[src/rtl/led_seq_ctrl.sv]
// LED bank sequencer: plays an 8-entry pattern/duration table on a prescaled tick,
// with global 4-bit PWM brightness and a static pattern shown while idle.
module led_seq_ctrl #(
  parameter logic [15:0] PRESC_INIT  = 16'd49999,
  parameter logic [7:0]  STATIC_INIT = 8'h0f
) (
  input  logic        clk,
  input  logic        rst,
  input  logic        cfg_we,
  input  logic [3:0]  cfg_addr,
  input  logic [31:0] cfg_wdata,
  output logic [7:0]  led,
  output logic        busy,
  output logic [2:0]  cur_idx,
  output logic        seq_done
);

  localparam int unsigned NENT = 8;
  localparam int unsigned PW   = 16;
  localparam int unsigned DW   = 8;

  typedef enum logic {IDLE, RUN} state_t;

  state_t          state_q, state_n;
  logic [2:0]      idx_q, idx_n;
  logic [DW-1:0]   dcnt_q, dcnt_n;
  logic [PW-1:0]   pcnt_q, pcnt_n;
  logic [3:0]      pwm_q;
  logic            done_n;

  logic            loop_q;
  logic [2:0]      last_q;
  logic [3:0]      bright_q;
  logic [PW-1:0]   presc_q;
  logic [7:0]      static_q;
  logic [7:0]      pat_q [NENT];
  logic [DW-1:0]   dur_q [NENT];

  logic            wr_ctrl, wr_presc, wr_static, wr_entry;
  logic [2:0]      wr_sel;
  logic            start_c, stop_c, tick_c;
  logic [DW-1:0]   dur_m1;
  logic [7:0]      static_n, base_n, led_n;
  logic [3:0]      bright_n;
  logic            unused_wdata;

  assign unused_wdata = ^{cfg_wdata[31:16], cfg_wdata[3]};

  // Register write decode
  always_comb begin
    wr_ctrl   = cfg_we && (cfg_addr == 4'h0);
    wr_presc  = cfg_we && (cfg_addr == 4'h1);
    wr_static = cfg_we && (cfg_addr == 4'h2);
    wr_entry  = cfg_we && cfg_addr[3];
    wr_sel    = cfg_addr[2:0];
    start_c   = wr_ctrl && cfg_wdata[0];
    stop_c    = wr_ctrl && cfg_wdata[1];
  end

  // Configuration and pattern table storage
  always_ff @(posedge clk or negedge rst) begin
    if (!rst) begin
      loop_q   <= 1'b0;
      last_q   <= 3'd7;
      bright_q <= 4'd15;
      presc_q  <= PRESC_INIT;
      static_q <= STATIC_INIT;
      for (int i = 0; i < NENT; i++) begin
        pat_q[i] <= 8'h00;
        dur_q[i] <= '0;
      end
    end else begin
      if (wr_ctrl) begin
        loop_q   <= cfg_wdata[2];
        last_q   <= cfg_wdata[6:4];
        bright_q <= cfg_wdata[11:8];
      end
      if (wr_presc)  presc_q  <= cfg_wdata[15:0];
      if (wr_static) static_q <= cfg_wdata[7:0];
      if (wr_entry) begin
        pat_q[wr_sel] <= cfg_wdata[7:0];
        dur_q[wr_sel] <= cfg_wdata[15:8];
      end
    end
  end

  // Sequencer next-state; stop overrides both start and natural completion
  always_comb begin
    state_n = state_q;
    idx_n   = idx_q;
    dcnt_n  = dcnt_q;
    pcnt_n  = pcnt_q;
    done_n  = 1'b0;
    tick_c  = (state_q == RUN) && (pcnt_q >= presc_q);
    dur_m1  = (dur_q[idx_q] == '0) ? '0 : DW'(dur_q[idx_q] - DW'(1));

    case (state_q)
      IDLE: begin
        if (start_c) begin
          state_n = RUN;
          idx_n   = 3'd0;
          dcnt_n  = '0;
          pcnt_n  = '0;
        end
      end
      RUN: begin
        pcnt_n = tick_c ? '0 : PW'(pcnt_q + PW'(1));
        if (tick_c) begin
          if (dcnt_q >= dur_m1) begin
            dcnt_n = '0;
            if (idx_q != last_q) begin
              idx_n = 3'(idx_q + 3'd1);
            end else if (loop_q) begin
              idx_n = 3'd0;
            end else begin
              state_n = IDLE;
              idx_n   = 3'd0;
              done_n  = 1'b1;
            end
          end else begin
            dcnt_n = DW'(dcnt_q + DW'(1));
          end
        end
        if (start_c) begin
          state_n = RUN;
          idx_n   = 3'd0;
          dcnt_n  = '0;
          pcnt_n  = '0;
        end
      end
      default: state_n = IDLE;
    endcase

    if (stop_c) begin
      state_n = IDLE;
      idx_n   = 3'd0;
      dcnt_n  = '0;
      pcnt_n  = '0;
      done_n  = 1'b0;
    end
  end

  // LED drive uses post-write values so register writes show one cycle later
  always_comb begin
    static_n = wr_static ? cfg_wdata[7:0] : static_q;
    bright_n = wr_ctrl ? cfg_wdata[11:8] : bright_q;
    if (state_n == RUN)
      base_n = (wr_entry && (wr_sel == idx_n)) ? cfg_wdata[7:0] : pat_q[idx_n];
    else
      base_n = static_n;
    led_n = base_n & {8{pwm_q <= bright_n}};
  end

  always_ff @(posedge clk or negedge rst) begin
    if (!rst) begin
      state_q  <= IDLE;
      idx_q    <= 3'd0;
      dcnt_q   <= '0;
      pcnt_q   <= '0;
      pwm_q    <= 4'd0;
      led      <= STATIC_INIT;
      seq_done <= 1'b0;
    end else begin
      state_q  <= state_n;
      idx_q    <= idx_n;
      dcnt_q   <= dcnt_n;
      pcnt_q   <= pcnt_n;
      pwm_q    <= 4'(pwm_q + 4'd1);
      led      <= led_n;
      seq_done <= done_n;
    end
  end

  assign busy    = (state_q == RUN);
  assign cur_idx = idx_q;

endmodule
[config.mk]
export PLATFORM = sky130hd
export DESIGN_NAME = led_seq_ctrl
export DESIGN_NICKNAME = d
export VERILOG_FILES = /design/src/rtl/led_seq_ctrl.sv
export SDC_FILE = /design/constraint.sdc
export NUM_CORES = 1
export LEC_CHECK = 0
export CORE_MARGIN = 1.5
export CORE_UTILIZATION = 40
export DETAILED_ROUTE_END_ITERATION = 10
export PLACE_DENSITY_LB_ADDON = 0.15
export SETUP_SLACK_MARGIN = 0.5
export SKIP_LAST_GASP = 1
export SYNTH_ARGS = -nofsm -noshare
export SYNTH_HDL_FRONTEND = slang
export SYNTH_SLANG_ARGS = --single-unit
[constraint.sdc]
create_clock -name clk -period 6.38 [get_ports clk]
set_clock_uncertainty 0.2 [all_clocks]
set_input_delay 0.957 -clock clk [delete_from_list [all_inputs] [get_ports clk]]
set_output_delay 0.957 -clock clk [all_outputs]
set_load 0.05 [all_outputs]
# [After elaboration in Yosys (flattened, before gate mapping)]
# Index checks and enable logic that the tools add are counted.
[classes] n_eq_ne=6 muxes=47 n_reduce_logical=12 n_bitwise=5 n_lt_le_gt_ge=7 addsub=5
[ops] op="$bwmux W64" n=2
[ops] op="$mux W8" n=14
[ops] op="$mux W16" n=4
[ops] op="$bmux W8 S3" n=2
[ops] op="$pmux W16 S2" n=1
[ops] op="$demux W8 S3" n=1
[ops] op="$mux W3" n=6
[ops] op="$add A16 B1 Y16 const B" n=1
[ops] op="$ge A16 B16 Y1" n=1
[ops] op="$pmux W8 S2" n=1
[ops] op="$mux W1" n=13
[ops] op="$ge A4 B4 Y1 const B" n=3
[ops] op="$not A3 Y4" n=3
[ops] op="$logic_and A1 B1 Y1" n=9
[ops] op="$add A8 B1 Y8 const B" n=1
[ops] op="$and A8 B8 Y8" n=1
[ops] op="$ge A8 B8 Y1" n=1
[ops] op="$logic_not A8 Y1" n=1
[ops] op="$sub A8 B1 Y8 const B" n=1
[ops] op="$pmux W3 S2" n=1
[ops] op="$add A4 B1 Y4 const B" n=1
[ops] op="$eq A4 B1 Y1 const B" n=1
[ops] op="$eq A4 B2 Y1 const B" n=1
[ops] op="$le A4 B4 Y1" n=1
[ops] op="11 further kinds" n=11
[word_totals] input_bits=39 reg_bits=201 out_inout_bits=13 word_cells=110

# [Longest topological paths before layout]
# Gate-level depths: netlist of run 1.
[logic_depth] depth_word=19 ltp_mapped=22 mapped_depth_nobuf=19

# [Worst setup path before layout of run 1]
# Ideal clock, no wire load.
[synth_path] path_type="register to register" from="register idx_q[0], in the netlist cur_idx[0]" to="register led[4]" period_less_slack_ns=5.812 setup_ns=0.152 path_slack_ns=0.568 n_path_buf=3 arrival_time_ns=5.460 required_time_ns=6.028 stages_incl_launch_ff=22 cell_sequence="dfrtp_1 > buf_1 > mux4_2 > mux2i_1 > ha_1 > nand3_1 > nor2_1 > nand3_1 > and2_1 > ha_1 > nand2b_1 > a31oi_1 > o311ai_1 > o311a_4 > and2_1 > buf_2 > a31oi_4 > xnor2_1 > nor4b_4 > or3b_1 > buf_4 > o22ai_1"
[synth_via] elab_chain_len=19 elab_cells_between_ends=32 classes_between="2 x add/sub; 1 x order compare; 2 x eq/ne; 22 x mux; 3 x bitwise; 2 x reduce/logical"
[synth_rtl] item="start, declared" line="25" source="logic [2:0] idx_q, idx_n;"
[synth_rtl] item="start signal, assigned" line="165" source="idx_q <= idx_n;"
[synth_rtl] item="$not A3 Y4 (implied by the code)" line="95" source="dur_m1 = (dur_q[idx_q] == '0) ? '0 : DW'(dur_q[idx_q] - DW'(1));"
[synth_rtl] item="$bmux W8 S3" line="95"
[synth_rtl] item="$mux W8 (implied by the code) (2 in a row)" line="95"
[synth_rtl] item="$sub A8 B1 Y8 or $logic_not A8 Y1 (tied branches)" line="95"
[synth_rtl] item="$mux W8" line="95"
[synth_rtl] item="$ge A8 B8 Y1" line="109" source="if (dcnt_q >= dur_m1) begin"
[synth_rtl] item="$mux W3" line="109"
[synth_rtl] item="$mux W3" line="108" source="if (tick_c) begin"
[synth_rtl] item="(+2 left out)"
[synth_rtl] item="$mux W3" line="134" source="if (stop_c) begin"
[synth_rtl] item="$not A3 Y4 (implied by the code)" line="148" source="base_n = (wr_entry && (wr_sel == idx_n)) ? cfg_wdata[7:0] : pat_q[idx_n];"
[synth_rtl] item="$bmux W8 S3" line="148"
[synth_rtl] item="$mux W8 (implied by the code) (2 in a row)" line="148"
[synth_rtl] item="$mux W8" line="148"
[synth_rtl] item="$mux W8 *" line="147" source="if (state_n == RUN)"
[synth_rtl] item="$and A8 B8 Y8 *" line="151" source="led_n = base_n & {8{pwm_q <= bright_n}};"
[synth_rtl] item="via led_n[4]" line="43" source="logic [7:0] static_n, base_n, led_n;"
[synth_rtl] item="end signal, assigned" line="169" source="led <= led_n;"
[synth_rtl] item="end, declared" line="12" source="output logic [7:0] led,"
# Mark *: on every way through the listed nets, which the timed path passes. The rest lies on a longest branch. The select of a mux whose other input is x is not followed.
# A chain may end at the register's enable or synchronous reset.

# [Worst setup path in the final report of run 1]
[layout_path] from="register idx_q[0], in the netlist cur_idx[0]" to="register led[7]"
# Same word-level chain as after synthesis.

==> out/qor.csv, run 1 <==
stage;metric;value;unit
sta;slew_headroom;20.1;%
global_route;grt_pass1_vias;6806;
synthesis;synth_ff_type;dfrtp_1;
finish;insertedDiodeCount;0;
pwr;leakage;5.03;nW
min_path;hp-class;flop to flop;
finish;synthToLayoutAreaGrowth;15.7;%
detailed_routing;wl_met3;1230;um
floorplan;die_y;160;um
worst_setup_path;r2r-start;cur_idx[0]$_DFF_PN0_;
clocking;h-tree-depth;1;
global_route;grt_pass1_wl;37500;um
sta;setup_viol;0;
detailed_routing;top_layer_used;met4;
detailed_routing;vias_per_cell;5.48;
synthesis;synth-seq-cells;201;
place;io_buffers;35;
worst_setup_path;r2r_cells;19;
worst_setup_path;required;6590;ps
finish;multi_input_area;0.00460;sq mm
global_route;antenna_found_initial;0;
global_route;grt_max_degree;103;
worst_setup_path;path_class;flop to flop;
floorplan;coreArea;0.0243;sq mm
detailed_routing;routed-via-count;6571;
clocking;tritoncts;yes;
detailed_routing;drtPass1Iterations;7;
detailed_routing;drt_iter0_markers;290;
synthesis;synth_cell_types;52;
clocking;worstSkewPairLatency;500;ps
detailed_routing;wire_per_inst;19.5;um
worst_setup_path;crit_path_end_kind;flop;
synthesis;synth_cells;821;
worst_setup_path;cp_max_fo;10;
finish;final_common_cell;dfrtp_1;
sta;tightest_slew;1200;ps
place;hpwl;15500;um
detailed_routing;route.met2.wl;10800;um
floorplan;rows;57;
clocking;cts_root_buf;clkbuf_16;
worst_setup_path;cp-start-kind;flop;
sta;final.min_clock_period;5500;ps
synthesis;synthArstFlopShare;100;%
finish;final-seq-area;0.00506;sq mm
floorplan;io_pins;52;
finish;nets;932;
finish;final_core_util;47.1;%
detailed_routing;drc;0;
synthesis;syn_area_per_cell;12.1;sq um
run_status;status;finished, final reports clean;
global_route;grt_use_total;18.6;%
worst_setup_path;timing.rr.end;led[7]$_DFF_PN0_;
worst_setup_path;rrSetupSlack;880;ps
floorplan;start_util;40.7;%
sta;hold_viol;0;
synthesis;synth_edf_count;0;
pwr;vdd_drop_max;0.000194;V
clocking;clkTransAtPathRegs;60;ps
place;place.gp.congestion;0.781;
finish;drive_gt1_share;31.8;%
floorplan;die_w;160;um
min_path;holdPathEnd;static_q[5]$_DFF_PN0_;
clocking;clock_sinks;201;
detailed_routing;met1_length;10900;um
sta;period_share;86.2;%
clocking;numCtsBuffers;23;
synthesis;syn-num-nets;893;
synthesis;synth.cell_area;0.00990;sq mm
worst_setup_path;cp_data_arrival_time;5710;ps
sta;max_freq;182;MHz
detailed_routing;ant_nets;0;
sta;setup-tns-final;0;ps
floorplan;die_area;0.0257;sq mm
finish;most-common-layout-cells;dfrtp_1, mux2_2, nand2_1;
min_path;min_path_cells;1;
detailed_routing;finalWirelength;23400;um
synthesis;yosys_warnings;0;
global_route;overflow;0;
clocking;cts_max_path_buffers;3;
pwr;powerDensity;369;mW/mm^2
min_path;hold_path_startpoint;static_q[5]$_DFF_PN0_;
synthesis;synth-seq-area-share;51.1;%
finish;fillers;2169;
sta;rsz0062_at_grt;true;
sta;slew_violations;0;
job;cap_violations;0;
[cells in the mapped netlist, types with 17 or more instances]
cell type / count / area (sq um)
a21oi_1: 47 / 235
nand3_1: 18 / 90.1
ha_1: 33 / 413
nand2_1: 71 / 267
a22oi_1: 17 / 128
clkbuf_1: 40 / 150
mux2_2: 158 / 1780
nor2_1: 31 / 116
inv_1: 30 / 113
dfstp_2: 24 / 631
dfrtp_1: 177 / 4430
[layout make-up]
type	instances	share of cell area, %
Sequential cell	201	44.2
Timing Repair Buffer	61	4.80
Clock buffer	32	5.49
Inverter	30	0.983
Tap cell	324	3.54
Clock inverter	9	0.852
Multi-Input combinational cell	543	40.1
[layer usage]
metal / global-route usage (%) / vias up
li1: - / 3031
met4: 4.63 / 0
met1: 26.3 / 3341
met2: 30.3 / 166
met5: 0 / -
met3: 2.84 / 33
[how the worst max path moves through the flow]
stage,start,end,slack [ps],depth (start not counted)
floorplan,cur_idx[0]$_DFF_PN0_,led[4]$_DFF_PN0_,570,21
finish,cur_idx[0]$_DFF_PN0_,led[7]$_DFF_PN0_,880,19
global placement,cur_idx[0]$_DFF_PN0_,led[1]$_DFF_PN1_,510,22
CTS,cur_idx[0]$_DFF_PN0_,led[6]$_DFF_PN0_,550,22
global route,cur_idx[0]$_DFF_PN0_,led[6]$_DFF_PN0_,460,22
detailed placement,cur_idx[0]$_DFF_PN0_,led[6]$_DFF_PN0_,320,18
[state kept, by name, summed over array words and instances (netlist names), 4 cells and up]
| signal | count |
|---|---|
| dur_q | 64 |
| pat_q | 64 |
| pcnt_q | 16 |
| presc_q | 16 |
| dcnt_q | 8 |
| led | 8 |
| static_q | 8 |
| bright_q | 4 |
| pwm_q | 4 |
[per-stage QoR]
stage	worst slack, ps	hold WS, ps	area (sq um)	std cells	power (mW)
after floorplan	568	230	9900	821	2.60
after global placement	507	269	10700	1159	2.91
after detailed placement	317	277	10700	1159	2.96
after CTS	547	289	11400	1200	4.26
after global routing	457	313	11500	1200	4.47
final	882	288	11500	1200	4.23
[power by group]
group	internal [mW]	switching, mW	total, mW
registers	1.59	0.171	1.76
clock network	0.768	0.512	1.28
logic	0.571	0.618	1.19
[what timing repair did]
action,4_1_cts,5_1_grt
resized for setup,3,7
buffers inserted,0,0
hold buffers,0,0
setup endpoints to repair,8,8
pin swaps,0,0
cloned,0,0
[worst max-delay path: stages, from the launching register on]
cell,delay (ps)
dfrtp_4,550
mux4_2,550
mux2i_2,270
ha_1,250
nand3_1,130
nor2_1,220
nand3_1,200
and2_1,230
ha_1,260
nand2b_1,90
a31oi_1,100
o311ai_2,340
buf_4,200
o311a_4,230
and2_2,230
a31oi_4,140
xnor2_1,310
nor4b_4,90
or3b_1,550
o22ai_1,280
[cells by family (layout without fill, tap and decap cells)]
kind of cell	Yosys count	after routing	share of synthesized area, %
DFF	201	201	51.1
xor gates and xnor gates	25	25	2.21
muxes	185	185	22.7
adders and majority gates	33	33	4.17
buffers and inverters	77	132	2.97
and+or+nand+nor	177	177	8.65
AOI/OAI and AO/OA	123	123	8.14
Note: power is estimated with default switching activity, not from simulation.
==> inputs of run 2 (changes only) <==
--- a/config.mk
+++ b/config.mk
@@ -7,8 +7,11 @@
 export LEC_CHECK = 0
 export CORE_MARGIN = 1.5
 export CORE_UTILIZATION = 40
+export CTS_CLUSTER_SIZE = 16
 export DETAILED_ROUTE_END_ITERATION = 10
+export GPL_TIMING_DRIVEN = 0
 export PLACE_DENSITY_LB_ADDON = 0.15
+export RECOVER_POWER = 50
 export SETUP_SLACK_MARGIN = 0.5
 export SKIP_LAST_GASP = 1
 export SYNTH_ARGS = -nofsm -noshare
==> run 2 against run 1 <==
The run now ends with max-capacitance violations, max-slew violations left. Combinational power barely moved. Die area did not move. Total power rose by 0.87%. Global-route usage rose by 0.52 points. Maximum frequency fell by 1.2%. Clock power barely moved. Utilization rose by 0.24 points.
==> out/qor.csv, run 2 (synthesized netlist as in run 1, its figures left out) <==
stage;metric;value;unit
run_status;status;finished with violations;
run_status;failed_checks;max-capacitance violations, max-slew violations;
detailed_routing;routed-via-count;6546;
floorplan;start_util;40.7;%
sta;final.min_clock_period;5570;ps
pwr;p_comb_share;28.5;%
worst_setup_path;cp_data_arrival_time;5790;ps
worst_setup_path;cp_cell_sequence;buf_8 > mux4_2 > mux2i_2 > ha_1 > nand3_1 > nor2_2 > nand3_1 > and2_1 > ha_1 > nand2b_1 > a31oi_1 > o311ai_4 > o311a_4 > and2_1 > buf_2 > a31oi_4 > xnor2_2 > nor4b_4 > buf_4 > or3b_1 > buf_4 > o22ai_1;
clocking;hold_buffers;0;
sta;hold_viol;0;
worst_setup_path;crit_path_end_kind;flop;
clocking;tritoncts;yes;
global_route;antenna_found_initial;0;
detailed_routing;finalWirelength;23800;um
worst_setup_path;crit_start;cur_idx[0]$_DFF_PN0_;
worst_setup_path;cp_max_fo;10;
pwr;vdd_drop_max;0.000279;V
clocking;cts_max_path_buffers;3;
floorplan;die_w;160;um
detailed_routing;drt_iter0_markers;285;
sta;hold_slack;278;ps
finish;stdcell_area;0.0115;sq mm
global_route;grt_pass1_wl;38100;um
pwr;seq_power_share;40.7;%
sta;setup_slack;815;ps
global_route;grt_pass1_vias;6563;
place;place.gp.congestion;0.783;
clocking;numCtsBuffers;24;
finish;fillers;2238;
detailed_routing;ant_nets;0;
finish;synthToLayoutAreaGrowth;16.3;%
place;dp_slack;-718;ps
place;hpwl;16000;um
pwr;leakage;5.05;nW
clocking;clkTransAtPathRegs;60;ps
worst_setup_path;r2r-start;cur_idx[0]$_DFF_PN0_;
global_route;grt_use_total;19.2;%
worst_setup_path;required;6600;ps
place;io_buffers;28;
clocking;worstSkewPairLatency;520;ps
pwr;p_int;2.94;mW
finish;multi_input_area;0.00461;sq mm
clocking;h-tree-depth;1;
detailed_routing;vias_per_cell;5.35;
min_path;hold_path_startpoint;pwm_q[3]$_DFF_PN0_;
sta;tightest_slew;2840;ps
worst_setup_path;crit_slowest_cell;mux4_2;
pwr;power_switching_share;31.0;%
floorplan;die_y;160;um
floorplan;die_area;0.0257;sq mm
floorplan;rows;57;
global_route;overflow;0;
detailed_routing;drtPass1Iterations;4;
worst_setup_path;critPathBufInv;4;
finish;insertedDiodeCount;0;
finish;drive_gt1_share;30.1;%
clocking;clock_sinks;201;
min_path;hp-class;flop to flop;
place;placed_area;0.0106;sq mm
job;cap_violations;1;
detailed_routing;wire_per_inst;19.4;um
finish;final_common_cell;dfrtp_1;
clocking;cts_root_buf;clkbuf_16;
global_route;grt_max_degree;113;
detailed_routing;drc;0;
worst_setup_path;max_stage_delay;550;ps
finish;most-common-layout-cells;dfrtp_1, mux2_2, nand2_1;
finish;nets;953;
worst_setup_path;path_class;flop to flop;
sta;max_freq;180;MHz
sta;rsz0062_at_grt;false;
worst_setup_path;cp-start-kind;flop;
sta;setup_viol;0;
floorplan;io_pins;52;
sta;slew_headroom;-89.2;%
pwr;powerDensity;370;mW/mm^2
finish;final_core_util;47.3;%
finish;top_regs;dur_q: 64 flops, pat_q: 64 flops;
finish;final-seq-area;0.00506;sq mm
worst_setup_path;cp_top_family;simple AND/OR/NAND/NOR gates;
pwr;p_switching;1.32;mW
sta;slew_violations;112;
sta;period_share;87.2;%
pwr;p_clk_share;30.8;%
floorplan;coreArea;0.0243;sq mm
[run 2: cell types whose count changed in the layout (fill, tap and decap cells not counted), moves of 3 or more]
cell             delta
clkbuf_1           +35
buf_4              -20
clkdlybuf4s50_1     -8
clkbuf_2            +5
clkbuf_4            +4
clkbuf_8            +3
nor3_1              +3
nor3_2              -3
[run 2: power by group through the flow]
stage | sequential [mW] | clock [mW] | combinational (mW)
2_1_floorplan | 1.82 | 0 | 0.781
3_3_place_gp | 1.75 | 0 | 1.16
3_5_place_dp | 1.76 | 0 | 1.18
4_1_cts | 1.74 | 1.35 | 1.21
5_1_grt | 1.77 | 1.40 | 1.34
6_report | 1.73 | 1.31 | 1.21
[run 2: repair_timing]
action,CTS,global route
endpoints found under the setup margin,11,8
pin swaps,1,1
setup buffers,3,2
cloned,0,0
gates resized for setup,18,25
[run 2: final timing paths]
path / endpoint / slack, ps / cells past startpoint
setup reg to reg: led[1]$_DFF_PN1_ / 810 / 22
hold reg to reg: pwm_q[3]$_DFF_PN0_ / 280 / 1
min in group asynchronous: dcnt_q[4]$_DFFE_PN0P_ / 1150 / 1
setup / recovery: led[1]$_DFF_PN1_ / 810 / 22
hold / removal: pwm_q[3]$_DFF_PN0_ / 280 / 1
max in group asynchronous: pat_q[50]$_DFFE_PN0P_ / 3190 / 1
[run 2: per-layer routing]
layer | vias up | global-route usage, % | part of all wire [%] | wire length (um)
met2 | 98 | 29.6 | 45 | 10700
met3 | 34 | 2.79 | 4.5 | 1080
li1 | 3082 | - | - | -
met1 | 3332 | 28.1 | 48 | 11500
met4 | 0 | 5.35 | 2.2 | 531
met5 | - | 0 | 0 | 0
[run 2: cell type report]
type / instances / area share [%]
timing repair buffer: 34 / 2.96
clock buffer: 40 / 6.44
clock inverter: 4 / 0.174
tap: 324 / 3.52
sequential: 201 / 44.0
buffer: 47 / 1.92
multi-input combinational: 543 / 40.0
inverter: 30 / 0.978
[run 2: through the flow]
step                      power, mW  setup TNS, ps  instances
after detailed placement       2.94          -5520       1174
after global placement         2.91        -889980       1173
after floorplan                2.60              0        821
final                          4.26              0       1223
after global routing           4.51              0       1223
after CTS                      4.30              0       1221
